File: src/rtl/termobloco_reservatorio_pkg.sv
// termobloco_reservatorio_pkg: shared coffee-machine encodings and reservoir defaults
package termobloco_reservatorio_pkg;
    typedef enum logic [2:0] {
        FSM_DESLIGADO  = 3'b000,
        FSM_AQUECENDO  = 3'b001,
        FSM_PRONTO     = 3'b010,
        FSM_MOAGEM     = 3'b011,
        FSM_BOMBEANDO  = 3'b100,
        FSM_FINALIZADO = 3'b101,
        FSM_ERRO       = 3'b110
    } fsm_state_t;
    typedef enum logic [1:0] {
        OFF     = 2'b00,
        HEATING = 2'b01,
        READY   = 2'b10
    } heater_t;
    localparam int LEVEL_W_DEF   = 4;
    localparam int LEVEL_MAX_DEF = 15;
endpackage

File: src/rtl/termobloco_reservatorio_if.sv
// termobloco_reservatorio_if: control FSM <-> plant signals; master is the FSM, slave the plant
interface termobloco_reservatorio_if
    import termobloco_reservatorio_pkg::*;
#(
    parameter int LEVEL_W = LEVEL_W_DEF
);
    logic               Power;
    logic               BombaAgua;
    logic               refill;
    logic               contadorTermobloco;
    logic               Reservatorio;
    logic [LEVEL_W-1:0] NivelAgua;
    logic               ErroSeco;
    modport master (
        output Power, BombaAgua, refill,
        input  contadorTermobloco, Reservatorio, NivelAgua, ErroSeco
    );
    modport slave (
        input  Power, BombaAgua, refill,
        output contadorTermobloco, Reservatorio, NivelAgua, ErroSeco
    );
endinterface

File: src/rtl/termobloco_reservatorio_nivel.sv
// reservatorio_nivel: saturating water-level register with availability and sticky dry-pump flag
module reservatorio_nivel #(
    parameter int LEVEL_W     = 4,
    parameter int LEVEL_MAX   = 15,
    parameter int DOSE        = 1,
    parameter int REFILL_STEP = 3,
    parameter int LOW_LEVEL   = 2
) (
    input  logic               clock,
    input  logic               reset,
    input  logic               pump,
    input  logic               refill,
    output logic [LEVEL_W-1:0] level,
    output logic               available,
    output logic               dry_error
);
    localparam int SW = LEVEL_W + 2;
    localparam logic signed [SW-1:0] DOSE_S = SW'(DOSE);
    localparam logic signed [SW-1:0] STEP_S = SW'(REFILL_STEP);
    localparam logic signed [SW-1:0] MAX_S  = SW'(LEVEL_MAX);
    localparam logic [LEVEL_W-1:0]   MAX_L  = LEVEL_W'(LEVEL_MAX);
    localparam logic [LEVEL_W-1:0]   LOW_L  = LEVEL_W'(LOW_LEVEL);
    logic signed [SW-1:0] sum;
    logic [LEVEL_W-1:0]   level_n;
    // Two guard bits keep the signed sum from wrapping before it is clamped.
    always_comb begin
        sum     = $signed({2'b00, level}) - (pump ? DOSE_S : '0) + (refill ? STEP_S : '0);
        level_n = sum[SW-1] ? '0 : (sum > MAX_S) ? MAX_L : sum[LEVEL_W-1:0];
    end
    always_ff @(posedge clock) begin
        if (reset) begin
            level     <= MAX_L;
            available <= 1'b1;
            dry_error <= 1'b0;
        end else begin
            level     <= level_n;
            available <= level_n > LOW_L;
            dry_error <= !refill && (dry_error || (pump && level == '0));
        end
    end
endmodule

File: src/rtl/termobloco_reservatorio.sv
// termobloco_reservatorio: thermoblock pre-heat timer and reservoir plant model
// answering the coffee-machine control FSM.
module termobloco_reservatorio
    import termobloco_reservatorio_pkg::*;
#(
    parameter int HEAT_CYCLES = 5,
    parameter int LEVEL_W     = LEVEL_W_DEF,
    parameter int LEVEL_MAX   = LEVEL_MAX_DEF,
    parameter int DOSE        = 1,
    parameter int REFILL_STEP = 3,
    parameter int LOW_LEVEL   = 2
) (
    input logic clock,
    input logic reset,
    termobloco_reservatorio_if.slave bus
);
    localparam logic [3:0] HEAT_N = 4'(HEAT_CYCLES);
    heater_t    state, state_n;
    logic [3:0] count, count_n;
    logic       heat, heat_n;
    always_ff @(posedge clock) begin
        if (reset) begin
            state <= OFF;
            count <= '0;
            heat  <= 1'b0;
        end else begin
            state <= state_n;
            count <= count_n;
            heat  <= heat_n;
        end
    end
    // Losing power always restarts the full pre-heat on the next power-up.
    always_comb begin
        state_n = state;
        count_n = count;
        heat_n  = heat;
        if (!bus.Power) begin
            state_n = OFF;
            count_n = '0;
            heat_n  = 1'b0;
        end else begin
            case (state)
                OFF: begin
                    state_n = HEATING;
                    count_n = HEAT_N;
                    heat_n  = 1'b1;
                end
                HEATING: begin
                    state_n = (count == 4'd1) ? READY : HEATING;
                    count_n = (count == 4'd1) ? 4'd0 : count - 4'd1;
                    heat_n  = count != 4'd1;
                end
                READY: heat_n = 1'b0;
                default: begin
                    state_n = OFF;
                    count_n = '0;
                    heat_n  = 1'b0;
                end
            endcase
        end
    end
    assign bus.contadorTermobloco = heat;
    reservatorio_nivel #(
        .LEVEL_W(LEVEL_W), .LEVEL_MAX(LEVEL_MAX), .DOSE(DOSE),
        .REFILL_STEP(REFILL_STEP), .LOW_LEVEL(LOW_LEVEL)
    ) nivel (
        .clock(clock),
        .reset(reset),
        .pump(bus.BombaAgua),
        .refill(bus.refill),
        .level(bus.NivelAgua),
        .available(bus.Reservatorio),
        .dry_error(bus.ErroSeco)
    );
endmodule

File: src/flat_wrapper.sv
// flat-port wrapper written by rule: the top's interface ports become plain ports
module termobloco_reservatorio_flat import termobloco_reservatorio_pkg::*;
#(
    parameter int HEAT_CYCLES = 5,
    parameter int LEVEL_W     = LEVEL_W_DEF,
    parameter int LEVEL_MAX   = LEVEL_MAX_DEF,
    parameter int DOSE        = 1,
    parameter int REFILL_STEP = 3,
    parameter int LOW_LEVEL   = 2
)
  (clock, reset, bus_Power, bus_BombaAgua, bus_refill, bus_contadorTermobloco, bus_Reservatorio, bus_NivelAgua, bus_ErroSeco);
  termobloco_reservatorio_if #(.LEVEL_W(LEVEL_W)) bus_i ();
  input logic clock;
  input logic reset;
  input wire logic [$bits(bus_i.Power)-1:0] bus_Power;
  input wire logic [$bits(bus_i.BombaAgua)-1:0] bus_BombaAgua;
  input wire logic [$bits(bus_i.refill)-1:0] bus_refill;
  output wire logic [$bits(bus_i.contadorTermobloco)-1:0] bus_contadorTermobloco;
  output wire logic [$bits(bus_i.Reservatorio)-1:0] bus_Reservatorio;
  output wire logic [$bits(bus_i.NivelAgua)-1:0] bus_NivelAgua;
  output wire logic [$bits(bus_i.ErroSeco)-1:0] bus_ErroSeco;
  assign bus_i.Power = bus_Power;
  assign bus_i.BombaAgua = bus_BombaAgua;
  assign bus_i.refill = bus_refill;
  assign bus_contadorTermobloco = bus_i.contadorTermobloco;
  assign bus_Reservatorio = bus_i.Reservatorio;
  assign bus_NivelAgua = bus_i.NivelAgua;
  assign bus_ErroSeco = bus_i.ErroSeco;
  termobloco_reservatorio #(.HEAT_CYCLES(HEAT_CYCLES), .LEVEL_W(LEVEL_W), .LEVEL_MAX(LEVEL_MAX), .DOSE(DOSE), .REFILL_STEP(REFILL_STEP), .LOW_LEVEL(LOW_LEVEL)) u_core (.clock(clock), .reset(reset), .bus(bus_i));
endmodule
File: config.mk
export PLATFORM = sky130hd
export DESIGN_NAME = termobloco_reservatorio_flat
export DESIGN_NICKNAME = d
export VERILOG_FILES = /design/src/rtl/termobloco_reservatorio_pkg.sv /design/src/rtl/termobloco_reservatorio_if.sv /design/src/rtl/termobloco_reservatorio_nivel.sv /design/src/rtl/termobloco_reservatorio.sv /design/src/flat_wrapper.sv
export SDC_FILE = /design/constraint.sdc
export NUM_CORES = 1
export LEC_CHECK = 0
export ABC_CLOCK_PERIOD_IN_PS = 6500
export CAP_MARGIN = 20
export CORE_MARGIN = 2
export CORE_UTILIZATION = 54
export DETAILED_ROUTE_END_ITERATION = 10
export GPL_TIMING_DRIVEN = 0
export PLACE_DENSITY = 0.79
export SYNTH_ARGS = -nofsm -noshare
export SYNTH_HDL_FRONTEND = slang
export SYNTH_SLANG_ARGS = --single-unit
File: constraint.sdc
create_clock -name clock -period 6.5 [get_ports clock]
set_clock_uncertainty 0.1 [all_clocks]
set_input_delay 1.3 -clock clock [delete_from_list [all_inputs] [get_ports clock]]
set_output_delay 1.3 -clock clock [all_outputs]
set_load 0.02 [all_outputs]
==> flow_summary.json, run 1 <==
{
  "status": "finished clean",
  "syn-num-nets": 105,
  "design.core.area_um2": 1300,
  "drc": 0,
  "finalSetupViolCount": 0,
  "drt_pre_antenna_iters": 4,
  "clock-root-buffer": "clkbuf_4",
  "fin_crit_sh": 0.509,
  "cp-end-kind": "flip-flop",
  "syn_inst": 90,
  "place_congestion": 0.840,
  "drive_above_1_share": 0.0476,
  "hpwl_um": 1140,
  "overflow": 0,
  "cpMaxStageDelayCell": "clkdlybuf4s50_1",
  "ioPinCount": 12,
  "yosys_register_bits": 13,
  "synthDistinctLibCells": 26,
  "critPathMaxFanout": 3,
  "final_max_slew_viol_count": 0,
  "start_kind": "input port",
  "antenna_found_initial": 0,
  "postRouteAntennaNets": 0,
  "clock_sinks": 13,
  "h-tree-depth": 1,
  "yosysSeqAreaShare": 0.343,
  "synth_warnings": 0,
  "fmax_mhz": 302,
  "total_leakage_power_nw": 0.418,
  "post_cts_buffers": 0,
  "grt_pass1_wl_um": 2390,
  "via_count": 664,
  "holdCritPathClass": "flip-flop to flip-flop",
  "arrival_ps": 3350,
  "clkTransAtPathRegs_ps": 80,
  "die_h_um": 41.5,
  "post_synth.cell_area_avg_um2": 8.44,
  "cts_buffer_depth": 2,
  "wl_um": 1380,
  "required_ps": 6540,
  "io_buffers": 11,
  "tightest_slew_ps": 419,
  "ctsResizeCount": 0,
  "whs_ps": 398,
  "final_hold_viol_count": 0,
  "antenna_cells": 0,
  "max_cap_viol_count": 0,
  "wl_per_cell_um": 11.5,
  "post-synth-top-area-cell": "dfxtp_1",
  "crit_start": "bus_BombaAgua",
  "start_util": 0.584,
  "finish.net_count": 121,
  "synth_top_area_frac": 0.343,
  "cts_hold_buf": 0,
  "r2r-start": "u_core.nivel.level[0]",
  "synth_area_um2": 759,
  "die_area_um2": 1720,
  "maxSlewHeadroom": 0.718,
  "clk-insertion-delay-late_ps": 270,
  "die_w_um": 41.5,
  "fin_util": 0.703,
  "powerDensity_nw_per_um2": 369,
  "areaGrowthSynthToFinish_pct": 20.4,
  "cts_tree": "yes",
  "path_cells": "clkdlybuf4s50_1, ha_1, inv_1, ha_1, inv_1, fa_1, nand2b_1, a21oi_1, xnor2_1, a31oi_1",
  "grt_usage": 0.176,
  "viasPerCell": 5.53,
  "yosys-top-cells-area": "dfxtp_1 34%, ha_1 15%, inv_1 7.9%, nor2_1 5.4%, a21oi_1 3.3%",
  "setup_tns_ps": 0,
  "critical_path.max_stage_delay_ps": 480,
  "rsz0062_at_grt": "false",
  "hp-start": "u_core.count[2]",
  "grt_max_degree": 8,
  "timing.final.crit_period_ps": 3310,
  "grt_pass1_vias": 605,
  "drt_iter0_markers": 8,
  "ir_drop_mv": 0.238,
  "numCtsBuffers": 3,
  "rows": 13,
  "path_class": "input port to flip-flop"
}
-- sequential cells by signal, summed over array words and instances (netlist names) --
| signal | flops |
|---|---|
| u_core.bus.contadorTermobloco | 1 |
| u_core.count | 4 |
| u_core.nivel.available | 1 |
| u_core.nivel.dry_error | 1 |
| u_core.nivel.level | 4 |
| u_core.state | 2 |
-- logic make-up after synthesis --
group                      synth area share
DFF                                   0.343
muxes                                0.0148
AOI/OAI and AO/OA                     0.214
buffers and inverters                0.0791
adders and majority gates             0.175
and+or+nand+nor                       0.163
xor gates and xnor gates             0.0115
-- metrics by stage --
step | worst slack [ps] | cell area, um2 | total power [W] | cells
after detailed placement | 2910 | 888 | 0.000291 | 116
after floorplan | 3520 | 759 | 0.000238 | 90
final | 3190 | 915 | 0.000337 | 120
after CTS | 3200 | 915 | 0.000338 | 120
after global routing | 3070 | 915 | 0.000367 | 120
after global placement | 2940 | 888 | 0.000282 | 116
-- power by group --
part | internal (W) | total, W | switching [W]
registers | 0.0000931 | 0.000102 | 0.00000891
clock network | 0.0000238 | 0.0000476 | 0.0000239
logic | 0.0000856 | 0.000188 | 0.000102
-- synth_stat cells --
| cell | count |
|---|---|
| a21o_1 | 1 |
| nand3b_1 | 1 |
| a41oi_1 | 1 |
| dfxtp_1 | 13 |
| o2111a_1 | 1 |
| a221oi_1 | 1 |
| nor2b_1 | 3 |
| a21oi_1 | 5 |
| o21ai_0 | 4 |
| a211oi_2 | 1 |
| nor2_1 | 11 |
| nor3_1 | 3 |
| ha_1 | 9 |
| a22oi_1 | 2 |
| or2_1 | 1 |
| mux2_2 | 1 |
| nand2_1 | 2 |
| fa_1 | 1 |
| inv_1 | 16 |
| and2b_1 | 2 |
| o21ai_1 | 1 |
| a31oi_1 | 3 |
| xnor2_1 | 1 |
| a211oi_1 | 3 |
| nand2b_1 | 2 |
| o21a_1 | 1 |
-- area by class of cell --
type | instances | area, um2
clock buffer | 4 | 26.3
fill | 111 | 387
inverter | 16 | 60.1
multi-input combinational | 61 | 439
sequential | 13 | 260
tap | 15 | 18.8
timing repair buffer | 11 | 110
-- worst paths after layout --
path,endpoint,slack (ps),cells past startpoint
worst max-delay path,u_core.nivel.level[3],3190,10
worst min-delay path,u_core.count[2],400,2
worst min register to register,u_core.count[2],400,2
worst max register to register,u_core.nivel.level[3],4270,10
-- cells in the final DEF (no fill, tap or decap) --
cell and instances:
and2b_1 2, nand2_1 2, o21ai_0 4, inv_1 16
a211oi_1 3, xnor2_1 1, o21a_1 1, a211oi_2 1
a21o_1 1, nor2b_1 3, or2_1 1, ha_1 9
a21oi_1 5, a221oi_1 1, o21ai_1 1, mux2_2 1
nor2_1 11, clkbuf_1 1, o2111a_1 1, nand3b_1 1
clkbuf_4 3, a22oi_1 2, clkdlybuf4s50_1 11, a41oi_1 1
a31oi_1 3, nor3_1 3, fa_1 1, nand2b_1 2
dfxtp_1 13
-- worst max-delay path: cells and delay by family --
kind	cells	cell delay [ps]
buffers and inverters	3	600
AOI/OAI and AO/OA	2	290
adders and majority gates	3	800
and+or+nand+nor	1	160
xor gates and xnor gates	1	200
-- layer usage --
layer  global-route usage  vias up  wire (um)
li1                     -      339          -
met2                0.275       17        628
met4               0.0194        0          0
met1                0.236      308        672
met5                    0        -          0
met3               0.0739        0         82
Note: power is estimated with default switching activity, not from simulation.
==> inputs of run 2 (changes only) <==
ABC_CLOCK_PERIOD_IN_PS = 3220   (was 6500)
CORE_UTILIZATION = 51   (was 54)
PLACE_DENSITY = 0.75   (was 0.79)
clock period = 3.22 ns   (was 6.5 ns; I/O delays follow)
==> flow_summary.json, run 2 (synthesized netlist as in run 1, its figures left out) <==
{
  "start_kind": "input port",
  "fin_util": 0.677,
  "final_hold_viol_count": 0,
  "antenna_cells": 0,
  "design.core.area_um2": 1350,
  "drive_above_1_share": 0.0476,
  "worstHoldEndpoint": "u_core.count[2]",
  "overflow": 0,
  "clock-root-buffer": "clkbuf_4",
  "holdPathStages": 2,
  "r2r_cells": 10,
  "cts_buffer_depth": 2,
  "wl_per_cell_um": 11.2,
  "finalSetupViolCount": 0,
  "r2r-start": "u_core.nivel.level[0]",
  "hp-start": "u_core.count[2]",
  "die_w_um": 42.6,
  "holdCritPathClass": "flip-flop to flip-flop",
  "grt_usage": 0.183,
  "areaGrowthSynthToFinish_pct": 20.4,
  "max_cap_viol_count": 0,
  "final_cell_mix": "16 x inv_1, 13 x dfxtp_1, 11 x nor2_1, 11 x clkdlybuf4s50_1, 9 x ha_1",
  "viasPerCell": 5.23,
  "drt_iter0_markers": 12,
  "grt_max_degree": 8,
  "clkTransAtPathRegs_ps": 70,
  "setup_tns_ps": 0,
  "status": "finished clean",
  "hpwl_um": 1120,
  "ir_drop_mv": 0.546,
  "die_h_um": 42.6,
  "powerDensity_nw_per_um2": 736,
  "finish.net_count": 121,
  "drc": 0,
  "place_congestion": 0.795,
  "critPathMaxFanout": 3,
  "post_cts_buffers": 0,
  "wl_um": 1340,
  "required_ps": 3260,
  "h-tree-depth": 1,
  "antenna_found_initial": 0,
  "start_util": 0.563,
  "path_class": "input port to flip-flop",
  "rows": 13,
  "rsz0062_at_grt": "false",
  "dp_slack_ps": 273,
  "final_max_slew_viol_count": 0,
  "layout_commonest_cell": "inv_1",
  "postRouteAntennaNets": 0,
  "cp-end-kind": "flip-flop",
  "maxSlewHeadroom": 0.717,
  "timing.final.crit_period_ps": 2650,
  "grt_pass1_wl_um": 2470,
  "tightest_slew_ps": 421,
  "largestRegisters": "u_core.count (4), u_core.nivel.level (4), u_core.state (2)",
  "arrival_ps": 2690,
  "fin_crit_sh": 0.822,
  "drt_pre_antenna_iters": 4,
  "setup_ws_ps": 573,
  "r2r-end": "u_core.nivel.level[1]",
  "total_leakage_power_nw": 0.418,
  "ioPinCount": 12,
  "numCtsBuffers": 3,
  "grt_pass1_vias": 602,
  "fmax_mhz": 378,
  "clk-insertion-delay-late_ps": 270,
  "io_buffers": 11,
  "die_area_um2": 1810,
  "cts_hold_buf": 0,
  "clock_sinks": 13,
  "cts_tree": "yes",
  "ctsResizeCount": 0,
  "r2r_slack_ps": 1000,
  "via_count": 627
}
-- run 2: cell counts in the layout (fill, tap and decap cells not counted) --
Identical to the previous run, type by type.
-- run 2: how the worst max path moves through the flow --
stage               slack [ps]                    end  depth (start not counted)          start
floorplan                  900  u_core.nivel.level[1]                          9  bus_BombaAgua
finish                     570  u_core.nivel.level[1]                         10  bus_BombaAgua
global placement           330  u_core.nivel.level[1]                         10  bus_BombaAgua
CTS                        570  u_core.nivel.level[1]                         10  bus_BombaAgua
global route               440  u_core.nivel.level[3]                         10  bus_BombaAgua
detailed placement         270  u_core.nivel.level[1]                         10  bus_BombaAgua
-- run 2: metal layers --
metal	up-vias	global-route usage	wire length (um)
met5	-	0	0
met2	15	0.274	556
met1	271	0.247	706
li1	339	-	-
met3	2	0.0776	66
met4	0	0.0375	9
-- run 2: power breakdown --
| group | switching (W) | internal, W | total [W] |
|---|---|---|---|
| registers | 0.0000168 | 0.000188 | 0.000205 |
| logic | 0.000200 | 0.000172 | 0.000373 |
| clock network | 0.0000478 | 0.0000480 | 0.0000958 |
-- run 2: worst max-delay path, stage by stage --
cell,delay (ps)
clkdlybuf4s50_1,490
ha_1,230
inv_1,60
ha_1,170
inv_1,60
fa_1,400
nand2b_1,170
a21oi_1,150
xnor2_1,190
a31oi_1,130
-- run 2: cell type report --
cell class | count | area [um2]
timing repair buffer | 11 | 110
fill | 116 | 435
inverter | 16 | 60.1
multi-input combinational | 61 | 439
clock buffer | 4 | 26.3
tap | 15 | 18.8
sequential | 13 | 260
-- run 2: through the flow --
stage | instances | total power, W | hold slack (ps) | area [um2]
finish | 120 | 0.000673 | 408 | 915
detailed placement | 116 | 0.000581 | 394 | 888
CTS | 120 | 0.000682 | 407 | 915
floorplan | 90 | 0.000480 | 358 | 759
global route | 120 | 0.000742 | 454 | 915
global placement | 116 | 0.000572 | 385 | 888
==> inputs of run 3 (changes only) <==
ABC_CLOCK_PERIOD_IN_PS = 2300   (was 3220)
CORE_UTILIZATION = 46   (was 51)
PLACE_DENSITY = 0.72   (was 0.75)
clock period = 2.3 ns   (was 3.22 ns; I/O delays follow)
==> flow_summary.json, run 3 (synthesized netlist as in run 1, its figures left out) <==
{
  "setup_tns_ps": 0,
  "ioPinCount": 12,
  "r2r_cells": 10,
  "cts_buffer_depth": 2,
  "r2r-start": "u_core.nivel.level[0]",
  "status": "finished clean",
  "worstHoldEndpoint": "u_core.nivel.dry_error",
  "fin_util": 0.644,
  "cp-end-kind": "flip-flop",
  "grt_usage": 0.167,
  "clk-insertion-delay-late_ps": 270,
  "fmax_mhz": 465,
  "r2r-end": "u_core.nivel.level[3]",
  "finalSetupViolCount": 0,
  "grt_pass1_vias": 556,
  "timing.final.crit_period_ps": 2150,
  "dpl_cell_area_um2": 890,
  "layout.cell_area.non_filler_um2": 982,
  "rows": 14,
  "holdCritPathClass": "input port to flip-flop",
  "drc": 0,
  "numCtsBuffers": 3,
  "viasPerCell": 5.48,
  "ir_drop_mv": 0.584,
  "rsz0062_at_grt": "false",
  "hpwl_um": 1080,
  "postRouteAntennaNets": 0,
  "max_cap_viol_count": 0,
  "antenna_found_initial": 0,
  "clock_sinks": 13,
  "final_max_slew_viol_count": 0,
  "die_h_um": 44.6,
  "fin_total_pwr_w": 0.00107,
  "drt_iter0_markers": 19,
  "wl_um": 1440,
  "h-tree-depth": 1,
  "tightest_slew_ps": 290,
  "die_area_um2": 1990,
  "overflow": 0,
  "drive_above_1_share": 0.142,
  "final_hold_viol_count": 0,
  "finish.net_count": 122,
  "maxSlewHeadroom": 0.806,
  "areaGrowthSynthToFinish_pct": 29.3,
  "largestRegisters": "u_core.count (4), u_core.nivel.level (4), u_core.state (2)",
  "cts_tree": "yes",
  "die_w_um": 44.6,
  "wl_per_cell_um": 11.8,
  "via_count": 669,
  "fin_crit_sh": 0.935,
  "clock-root-buffer": "clkbuf_4",
  "design.core.area_um2": 1520,
  "io_buffers": 11,
  "r2r_slack_ps": 170,
  "grt_busiest_layer": "met2",
  "layout_commonest_cell": "inv_1",
  "antenna_cells": 0,
  "start_util": 0.498,
  "use_met3": 0.0735,
  "start_kind": "input port",
  "met1_usage": 0.202,
  "clkTransAtPathRegs_ps": 70,
  "critPathMaxFanout": 3,
  "hp-start": "bus_refill",
  "grt_max_degree": 8,
  "cts_hold_buf": 0,
  "use_met2": 0.255,
  "path_class": "input port to flip-flop",
  "arrival_ps": 2200,
  "total_leakage_power_nw": 0.444,
  "powerDensity_nw_per_um2": 1090,
  "place_congestion": 0.837,
  "grt_pass1_wl_um": 2320,
  "final_cell_mix": "16 x inv_1, 13 x dfxtp_1, 10 x nor2_1",
  "required_ps": 2350,
  "holdPathStages": 2,
  "drt_pre_antenna_iters": 4
}
[run 3: area by class of cell]
type | count | area (um2)
inverters | 16 | 60.1
clock buffers | 4 | 26.3
repair buffers | 12 | 119
well taps | 16 | 20.0
fillers | 128 | 542
flip-flops and latches | 13 | 260
multi-input cells | 61 | 497
[run 3: per-stage QoR]
step / cells / hold WS, ps / setup WS, ps
after floorplan: 90 / 358 / 93.1
after CTS: 122 / 397 / 33.2
final: 122 / 329 / 150
after detailed placement: 117 / 383 / -416
after global routing: 122 / 350 / 74.4
after global placement: 117 / 374 / -412
[run 3: critical path, cell delays in order]
cell and delay (ps):
dlygate4sd2_1 250, ha_1 260, inv_1 60, ha_2 160
inv_1 50, fa_2 350, nand2b_4 160, a21oi_4 160
xnor2_2 150, a31oi_1 140
[run 3: worst max-delay path by stage]
stage                           from                endpoint  slack [ps]  cells past startpoint
6_report               bus_BombaAgua   u_core.nivel.level[3]         150                     10
2_1_floorplan  u_core.nivel.level[0]   u_core.nivel.level[1]          90                     10
3_5_place_dp           bus_BombaAgua   u_core.nivel.level[1]        -420                     10
4_1_cts                   bus_refill  u_core.nivel.available          30                      9
5_1_grt        u_core.nivel.level[0]   u_core.nivel.level[3]          70                     10
3_3_place_gp           bus_BombaAgua   u_core.nivel.level[3]        -410                     10
[run 3: power by group]
group | leakage [nW] | switching (W) | internal, W
Combinational | 0.322 | 0.000346 | 0.000307
Clock | 0.0150 | 0.0000688 | 0.0000673
Sequential | 0.107 | 0.0000228 | 0.000263
Total | 0.444 | 0.000437 | 0.000638
[run 3: per-layer routing]
metal	vias up	wire, um
met5	-	0
met2	20	665
met1	301	648
met3	5	102
li1	343	-
met4	0	26
[run 3: what timing repair did]
action	in CTS	in global routing
gates resized for setup	11	1
setup endpoints to repair	4	2
pin swaps	5	1
buffers inserted	1	0
